===== config.mk =====
export PLATFORM = sky130hd
export DESIGN_NAME = atto_network_interface
export DESIGN_NICKNAME = d
export VERILOG_FILES = /design/src/rtl/atto_network_interface.sv
export SDC_FILE = /design/constraint.sdc
export NUM_CORES = 1
export LEC_CHECK = 0
export BUFFER_PORTS_ARGS = -buffer_cell sky130_fd_sc_hd__buf_2
export CAP_MARGIN = 40
export CORE_ASPECT_RATIO = 1.25
export CORE_MARGIN = 3
export CORE_UTILIZATION = 35
export DETAILED_ROUTE_END_ITERATION = 12
export GPL_ROUTABILITY_DRIVEN = 0
export SLEW_MARGIN = 40
export SYNTH_ARGS = -nofsm -noshare
export SYNTH_HDL_FRONTEND = slang
export SYNTH_SLANG_ARGS = --single-unit

===== constraint.sdc =====
create_clock -name clka -period 3.3 [get_ports clka]
set_clock_uncertainty 0.15 [all_clocks]
set_input_delay 0.165 -clock clka [delete_from_list [all_inputs] [get_ports clka]]
set_output_delay 0.165 -clock clka [all_outputs]
set_load 0.02 [all_outputs]

===== src/rtl/atto_network_interface.sv =====
// rtl/atto_network_interface.sv - PE-side network interface for the atto router
// Injection FIFO + 2-state launch FSM with diff-pair signalling; ejection FIFO fed by pair transitions.
module atto_network_interface #(
  parameter int INJ_DEPTH = 4,
  parameter int EJ_DEPTH  = 2
) (
  input  logic        clka,
  input  logic        rsta,
  input  logic        pe_valid_din,
  input  logic [3:0]  pe_dest_x_din,
  input  logic [3:0]  pe_dest_y_din,
  input  logic [39:0] pe_payload_din,
  output logic        pe_ready_dout,
  output logic [47:0] ni_channel_dout,
  output logic [1:0]  ni_diff_pair_dout,
  input  logic        r2pe_ack_din,
  input  logic [39:0] r2ni_channel_din,
  input  logic [1:0]  r2ni_diff_pair_din,
  output logic [39:0] pe_eject_data_dout,
  output logic        pe_eject_valid_dout,
  input  logic        pe_eject_ready_din,
  output logic        pe_eject_overflow_dout,
  output logic        pe_pair_error_dout
);
  localparam int IAW = $clog2(INJ_DEPTH);
  localparam int EAW = $clog2(EJ_DEPTH);
  localparam logic [IAW:0] INJ_FULL = (IAW+1)'(INJ_DEPTH);
  localparam logic [EAW:0] EJ_FULL  = (EAW+1)'(EJ_DEPTH);

  typedef enum logic {S_IDLE, S_WAIT_ACK} state_t;
  state_t state_q, state_d;

  logic [47:0]  inj_mem_q [INJ_DEPTH];
  logic [IAW-1:0] inj_wr_q, inj_rd_q;
  logic [IAW:0]   inj_cnt_q;
  logic inj_full, inj_empty, inj_push, inj_pop, launch;
  logic [47:0] chan_q;
  logic [1:0]  pair_q;

  assign inj_full      = (inj_cnt_q == INJ_FULL);
  assign inj_empty     = (inj_cnt_q == '0);
  assign pe_ready_dout = ~rsta & ~inj_full;
  assign inj_push      = pe_valid_din & pe_ready_dout;

  always_ff @(posedge clka) begin
    if (rsta) state_q <= S_IDLE;
    else      state_q <= state_d;
  end

  always_comb begin
    state_d = state_q;
    case (state_q)
      S_IDLE:     if (!inj_empty) state_d = S_WAIT_ACK;
      S_WAIT_ACK: if (r2pe_ack_din) state_d = S_IDLE;
      default:    state_d = S_IDLE;
    endcase
  end

  // The head stays in the FIFO while in flight; it is popped only on ack.
  always_comb begin
    launch  = (state_q == S_IDLE) & ~inj_empty;
    inj_pop = (state_q == S_WAIT_ACK) & r2pe_ack_din;
  end

  always_ff @(posedge clka) begin
    if (inj_push) inj_mem_q[inj_wr_q] <= {pe_dest_x_din, pe_dest_y_din, pe_payload_din};
  end

  always_ff @(posedge clka) begin
    if (rsta) begin
      inj_wr_q  <= '0;
      inj_rd_q  <= '0;
      inj_cnt_q <= '0;
      chan_q    <= '0;
      pair_q    <= 2'b10;
    end else begin
      if (inj_push) inj_wr_q <= inj_wr_q + 1'b1;
      if (inj_pop)  inj_rd_q <= inj_rd_q + 1'b1;
      case ({inj_push, inj_pop})
        2'b10:   inj_cnt_q <= inj_cnt_q + 1'b1;
        2'b01:   inj_cnt_q <= inj_cnt_q - 1'b1;
        default: inj_cnt_q <= inj_cnt_q;
      endcase
      if (launch) begin
        chan_q <= inj_mem_q[inj_rd_q];
        pair_q <= ~pair_q;
      end
    end
  end

  assign ni_channel_dout   = chan_q;
  assign ni_diff_pair_dout = pair_q;

  logic [39:0]    ej_mem_q [EJ_DEPTH];
  logic [EAW-1:0] ej_wr_q, ej_rd_q;
  logic [EAW:0]   ej_cnt_q;
  logic [1:0]     ej_last_q;
  logic ej_ovf_q, ej_err_q;
  logic ej_legal, ej_new, ej_full, ej_pop, ej_push;

  assign ej_legal = r2ni_diff_pair_din[1] ^ r2ni_diff_pair_din[0];
  assign ej_new   = ej_legal & (r2ni_diff_pair_din != ej_last_q);
  assign ej_full  = (ej_cnt_q == EJ_FULL);
  assign pe_eject_valid_dout = (ej_cnt_q != '0);
  assign ej_pop   = pe_eject_valid_dout & pe_eject_ready_din;
  // A pop in the same cycle frees the slot, so a full FIFO may still accept.
  assign ej_push  = ej_new & (~ej_full | ej_pop);

  always_ff @(posedge clka) begin
    if (ej_push) ej_mem_q[ej_wr_q] <= r2ni_channel_din;
  end

  always_ff @(posedge clka) begin
    if (rsta) begin
      ej_wr_q   <= '0;
      ej_rd_q   <= '0;
      ej_cnt_q  <= '0;
      ej_last_q <= 2'b10;
      ej_ovf_q  <= 1'b0;
      ej_err_q  <= 1'b0;
    end else begin
      if (ej_push) ej_wr_q <= ej_wr_q + 1'b1;
      if (ej_pop)  ej_rd_q <= ej_rd_q + 1'b1;
      case ({ej_push, ej_pop})
        2'b10:   ej_cnt_q <= ej_cnt_q + 1'b1;
        2'b01:   ej_cnt_q <= ej_cnt_q - 1'b1;
        default: ej_cnt_q <= ej_cnt_q;
      endcase
      if (ej_legal) ej_last_q <= r2ni_diff_pair_din;
      if (ej_new & ~ej_push) ej_ovf_q <= 1'b1;
      if (!ej_legal) ej_err_q <= 1'b1;
    end
  end

  assign pe_eject_data_dout     = ej_mem_q[ej_rd_q];
  assign pe_eject_overflow_dout = ej_ovf_q;
  assign pe_pair_error_dout     = ej_err_q;
endmodule


==> run summary, run 1 <==
R2R Path End: inj_mem_q[3][8]
Slew Limit Fails: 0
Comb pwr share: 18.8%
worst hold path cell count: 5
Synth Flop Type: edfxtp_1
yosys warns: 0
via count: 6,440
Net Sw Frac: 26.7%
pre-CTS WS: 0.921 ns
CP Data Arrival Time: 2.35 ns
Total Nets Final: 998
WHS Endpoint: inj_wr_q[0]
DR DRC count: 0
synthesized area per cell: 20.8 µm²
actual slew at the worst max-slew pin: 0.661 ns
number of antenna violations at the first check in global routing: 0
ranking of synthesized cells by area: edfxtp_1 (67%), dfxtp_1 (11%), mux4_2 (8.9%), mux2_2 (3.7%), a22o_1 (3.4%)
crit path cell chain: nor2_1 -> a211oi_4 -> and2_2 -> buf_12
synthesized area: 12,200 µm²
drt wl/cell: 18.3 µm
share of cells above drive strength 1: 38.6%
Reg power frac: 47.2%
crit path launch type: flop
Final min period: 2.30 ns
#FFs+latches synth: 339
die width: 173 µm
sw power: 0.00294 W
Finished Cell Area: 15,800 µm²
vias in the first global route: 6,871
Leak: 5.65 nW
final wirelength: 25,400 µm
Worst setup EP type: flop
root buf cell: clkbuf_16
Hold WC Path Type: input port to flop
CTS buffer count: 35
most frequent cells in the layout: edfxtp_1 (272), buf_2 (188), dlygate4sd3_1 (95)
PwrDens: 696 nW/µm²
total global routing overflow: 0
Worst-Skew Late Latency: 0.51 ns
core area: 34,000 µm²
Internal: 0.00807 W
num ports: 189
Critical-path top delay cell: and2_2
Worst Path Buf+Inv: 1
FILL cells: 2,953
post-CTS setup buffers: 0
worst setup path class: flop to flop
DIE AREA: 37,200 µm²
EDFF count, synth: 272
Crit path required time: 3.35 ns
Register-to-Register Path Depth: 4
Final WS setup: 1.00 ns
Crit path max-delay family: simple AND/OR/NAND/NOR gates
top-area cell type share of the netlist area: 66.9%
Cell Rows: 75
Longest Clk Path Bufs: 3
Placed Area: 13,800 µm²
Tot GR Track Use: 13.5%
critical path's largest stage delay: 0.57 ns
clock sink count: 339
setup_tns: 0 ns
TritonCTS clock tree: yes
worst r2r src: inj_cnt_q[0]
CP Max Fanout: 30
first-pass GRT wire length: 39,600 µm
commonest non-fill, non-tap cell in the layout: edfxtp_1
setup violators final: 0
Via density: 4.65
Final ANT Viol Nets: 0
CTS resizes: 0
clk slew on worst S/H paths: 0.06 ns
placed cell count: 1,226
cts hold-fix bufs: 95
max frequency: 0.435 GHz
FF-to-FF setup slack: 1.00 ns
Final Hold Vio Count: 0
iteration count of the initial detailed-routing pass: 4
biggest area consumer among synthesized cells: edfxtp_1
Tcrit/Tclk final: 69.6%
I/O Buffers: 188
Post-Layout Cell Count: 1,385
Syn Inst Count: 587
Distinct cells, synth: 39
Max VDD drop: 0.504 mV
Mapped Nets: 689
1st-iter DRT viols: 399
Final Util: 46.5%
Slew HR: 55.8%
async set-reset flop share out of synthesis: 0%
pin count of the biggest net entering global routing: 49
dpl hpwl: 15,600 µm
RSZ-0062 raised after global routing: no
CTS H-tree lvls: 2
sequential area share after synthesis: 77.9%
Hold Path Origin: pe_valid_din
Clock power frac: 34.0%
status: completed
synth-to-layout area growth: 29.4%
Starting Density: 36.0%
MaxCap Viol Count: 0
die height: 215 µm
==> synth_stat cells (3+ instances only) <==
cell type  count
edfxtp_1     272
dfxtp_1       67
a22o_1        48
mux4_2        48
mux2_2        40
nor2_1        18
buf_6          8
inv_1          8
buf_2          7
clkbuf_1       7
a21oi_1        6
ha_1           6
xnor2_1        6
and2_1         5
nand2_1        5
nand2b_1       4
xor2_1         4
buf_1          3
==> power groups by stage <==
stage               clock network [W]  registers [W]  logic (W)
global route                  0.00403        0.00523    0.00223
floorplan                           0        0.00544    0.00117
detailed placement                  0        0.00528    0.00200
CTS                           0.00388        0.00520    0.00210
finish                        0.00374        0.00519    0.00207
global placement                    0        0.00527    0.00199
==> per-stage QoR <==
step / total power (W) / hold WS (ns)
after floorplan: 0.00661 / 0.114
after global placement: 0.00727 / 0.203
after detailed placement: 0.00728 / 0.206
after CTS: 0.0112 / 0.00519
after global routing: 0.0115 / 0.0466
final: 0.0110 / 0.000964
==> tightest hold or removal path: stages <==
cell	delay, ns
buf_2	0.09
inv_1	0.10
a211oi_4	0.08
xnor2_1	0.14
nor2_1	0.04
==> cells by family after synthesis <==
logic type,synth area share [%]
XOR/XNOR,0.717
flip-flops,77.9
AND/OR/NAND/NOR,1.93
adder cells (fa/ha/maj),0.779
multiplexers,12.6
AO/OA/AOI/OAI,4.22
buffers and inverters,1.86
==> registers in the layout (all words and copies together), names as in the netlist, named ones only <==
register                flops
inj_mem_q                 192
ej_mem_q                   80
ni_channel_dout            48
inj_cnt_q                   3
ej_cnt_q                    2
ej_last_q                   2
inj_rd_q                    2
inj_wr_q                    2
ni_diff_pair_dout           2
ej_rd_q                     1
ej_wr_q                     1
pe_eject_overflow_dout      1
pe_pair_error_dout          1
state_q                     1
==> layer usage <==
| layer | share of wire (%) | track usage (%) | vias up | wire [µm] |
|---|---|---|---|---|
| li1 | - | - | 2980 | - |
| met1 | 42 | 17.1 | 3215 | 10600 |
| met2 | 49 | 23.1 | 209 | 12500 |
| met3 | 6.8 | 3.64 | 36 | 1720 |
| met4 | 2.1 | 3.60 | 0 | 522 |
| met5 | 0 | 0 | - | 0 |
==> area by class of cell <==
| cell class | instances | area, µm² | share of cell area, % |
|---|---|---|---|
| inverter | 8 | 30.0 | 0.190 |
| clock buffer | 46 | 938 | 5.94 |
| timing repair buffer | 300 | 2080 | 13.2 |
| sequential | 339 | 9510 | 60.2 |
| tap | 462 | 578 | 3.66 |
| multi-input combinational | 212 | 2510 | 15.9 |
| antenna | 1 | 2.50 | 0.0158 |
| clock inverter | 17 | 153 | 0.966 |
==> how the worst max path moves through the flow <==
stage | endpoint | slack [ns] | depth (start not counted) | start
2_1_floorplan | ej_mem_q[0][0] | 0.27 | 4 | ej_last_q[0]
3_3_place_gp | inj_mem_q[3][42] | 0.95 | 4 | inj_cnt_q[0]
3_5_place_dp | inj_mem_q[3][42] | 0.92 | 4 | inj_cnt_q[0]
4_1_cts | inj_mem_q[3][41] | 0.93 | 4 | inj_cnt_q[0]
5_1_grt | ej_mem_q[1][16] | 0.82 | 7 | r2ni_diff_pair_din[1]
6_report | inj_mem_q[3][8] | 1.00 | 4 | inj_cnt_q[0]
Note: power is estimated with default switching activity, not from simulation.
==> inputs of run 2 (changes only) <==
==> constraint.sdc (replaced) <==
create_clock -name clka -period 2.2 [get_ports clka]
set_clock_uncertainty 0.15 [all_clocks]
set_input_delay 0.11 -clock clka [delete_from_list [all_inputs] [get_ports clka]]
set_output_delay 0.11 -clock clka [all_outputs]
set_load 0.02 [all_outputs]
==> run summary, run 2 (synthesis results as in run 1) <==
Worst Hold Slack: 0.182 ns (+0.181 ns)
Clock power frac: 35.9% (+1.9 points)
dpl hpwl: 14,800 µm (-5.1%)
synth-to-layout area growth: 31.9%
final antenna diode count: 0 (-1)
share of cells above drive strength 1: 40.1% (+1.5 points)
setup_tns: 0 ns (unchanged)
Most Crowded Layer GR: met2
worst r2r src: inj_cnt_q[0]
DIE AREA: 37,200 µm² (unchanged)
I/O Buffers: 188 (unchanged)
Reg power frac: 45.3% (-1.9 points)
total global routing overflow: 0 (unchanged)
crit path launch type: flop
iteration count of the initial detailed-routing pass: 6 (+2)
Hold WC Path Type: input port to flop
pin count of the biggest net entering global routing: 49 (unchanged)
status: completed
Final Hold Vio Count: 0 (unchanged)
worst hold path cell count: 2 (-3)
Via density: 4.62 (-0.67%)
GR met3 Demand/Resource: 4.24% (+0.60 points)
num ports: 189 (unchanged)
Final ANT Viol Nets: 0 (unchanged)
max frequency: 0.484 GHz (+11%)
Slew HR: 54.8% (-1.0 points)
drt wl/cell: 17.6 µm (-3.8%)
Tcrit/Tclk final: 93.8% (+24 points)
clk slew on worst S/H paths: 0.06 ns (about the same)
Crit path required time: 2.49 ns (-0.86 ns)
Worst-Skew Late Latency: 0.52 ns (about the same)
most frequent cells in the layout: edfxtp_1 (272), buf_2 (188), dlygate4sd3_1 (96)
GR Util met2: 22.7% (-0.38 points)
root buf cell: clkbuf_16
sw power: 0.00443 W (+51%)
Reg with most FFs: inj_mem_q
max reg flops: 192 (unchanged)
DR DRC count: 0 (unchanged)
CTS buffer count: 35 (unchanged)
Internal: 0.0127 W (+57%)
Final min period: 2.06 ns (-0.233 ns)
PwrDens: 1060 nW/µm² (+53%)
1st-iter DRT viols: 329 (-18%)
crit path launch: inj_cnt_q[0]
final wirelength: 24,600 µm (-3.0%)
Leak: 5.79 nW (+2.5%)
Total Nets Final: 1,010 (+1.2%)
Net Sw Frac: 25.9% (-0.84 points)
Worst setup EP type: flop
die height: 215 µm (unchanged)
Longest Clk Path Bufs: 3 (unchanged)
Tot GR Track Use: 13.3% (-0.27 points)
MaxCap Viol Count: 0 (unchanged)
Cell Rows: 75 (unchanged)
actual slew at the worst max-slew pin: 0.678 ns (+0.0166 ns)
setup violators final: 0 (unchanged)
Final Util: 47.4% (+0.90 points)
TritonCTS clock tree: yes
number of antenna violations at the first check in global routing: 0 (unchanged)
Starting Density: 36.0% (unchanged)
M1 GR Usage: 15.9% (-1.2 points)
vias in the first global route: 7,104 (+3.4%)
Slew Limit Fails: 0 (unchanged)
first-pass GRT wire length: 39,100 µm (-1.1%)
via count: 6,452 (+0.19%)
Register-to-Register Path Depth: 9 (+5)
CP Data Arrival Time: 2.35 ns (about the same)
worst setup path class: flop to flop
CTS H-tree lvls: 2 (unchanged)
CP Max Fanout: 2 (-93%)
RSZ-0062 raised after global routing: no
Max VDD drop: 0.753 mV (+49%)
clock sink count: 339 (unchanged)
commonest non-fill, non-tap cell in the layout: edfxtp_1
Hold Path Origin: r2ni_channel_din[38]
core area: 34,000 µm² (unchanged)
Comb pwr share: 18.8% (about the same)
die width: 173 µm (unchanged)
-- run 2: cell count changes in the layout (fill, tap and decap cells not counted), moves of 2 or more --
cell / previous run / this run
inv_6: 3 / 1
clkinv_4: 0 / 2
bufinv_16: 2 / 6
buf_12: 5 / 12
buf_4: 12 / 16
clkinv_1: 4 / 0
-- run 2: what timing repair did --
action | in CTS | in global routing
gates resized for setup | 0 | 1
setup buffers | 0 | 0
endpoints found under the hold margin | 290 | 0
setup endpoints to repair | 0 | 1
hold buffers | 96 | 0
-- run 2: area by class of cell --
| class | instances | area [µm²] |
|---|---|---|
| multi-input combinational | 212 | 2510 |
| sequential | 339 | 9520 |
| timing repair buffer | 312 | 2260 |
| tap | 462 | 578 |
| fill | 2924 | 17900 |
| inverter | 8 | 30.0 |
| clock inverter | 18 | 265 |
| clock buffer | 46 | 948 |
-- run 2: power by group through the flow --
stage	Combinational, W	Sequential, W	Clock (W)
global route	0.00348	0.00782	0.00660
finish	0.00322	0.00776	0.00615
CTS	0.00329	0.00776	0.00633
global placement	0.00311	0.00788	0
detailed placement	0.00314	0.00789	0
floorplan	0.00177	0.00815	0
-- run 2: final timing paths --
path,endpoint,slack (ns)
hold reg to reg,ni_channel_dout[38],0.32
setup / recovery,inj_cnt_q[2],0.14
setup reg to reg,inj_cnt_q[2],0.14
hold / removal,ej_mem_q[1][38],0.18
-- run 2: stage by stage --
step	worst slack, ns	cells	area [µm²]	power, W
after floorplan	0.0575	587	12200	0.00992
after global placement	0.137	1237	13900	0.0110
after detailed placement	0.0701	1237	13900	0.0110
after CTS	0.0609	1397	16100	0.0174
after global routing	0.0127	1397	16100	0.0179
final	0.135	1397	16100	0.0171
-- run 2: layer usage --
metal  part of all wire, %  up-vias
met5                     0        -
met4                   2.5        0
met3                   7.7       48
met2                    49      204
met1                    41     3208
li1                      -     2992
-- run 2: critical path: stages (launching register included) --
cell and delay [ns]:
dfxtp_1 0.32, nor2_2 0.17, a211oi_4 0.09, inv_1 0.06
ha_1 0.17, inv_1 0.06, fa_1 0.37, xor2_1 0.16
or3_1 0.30, a21oi_1 0.15
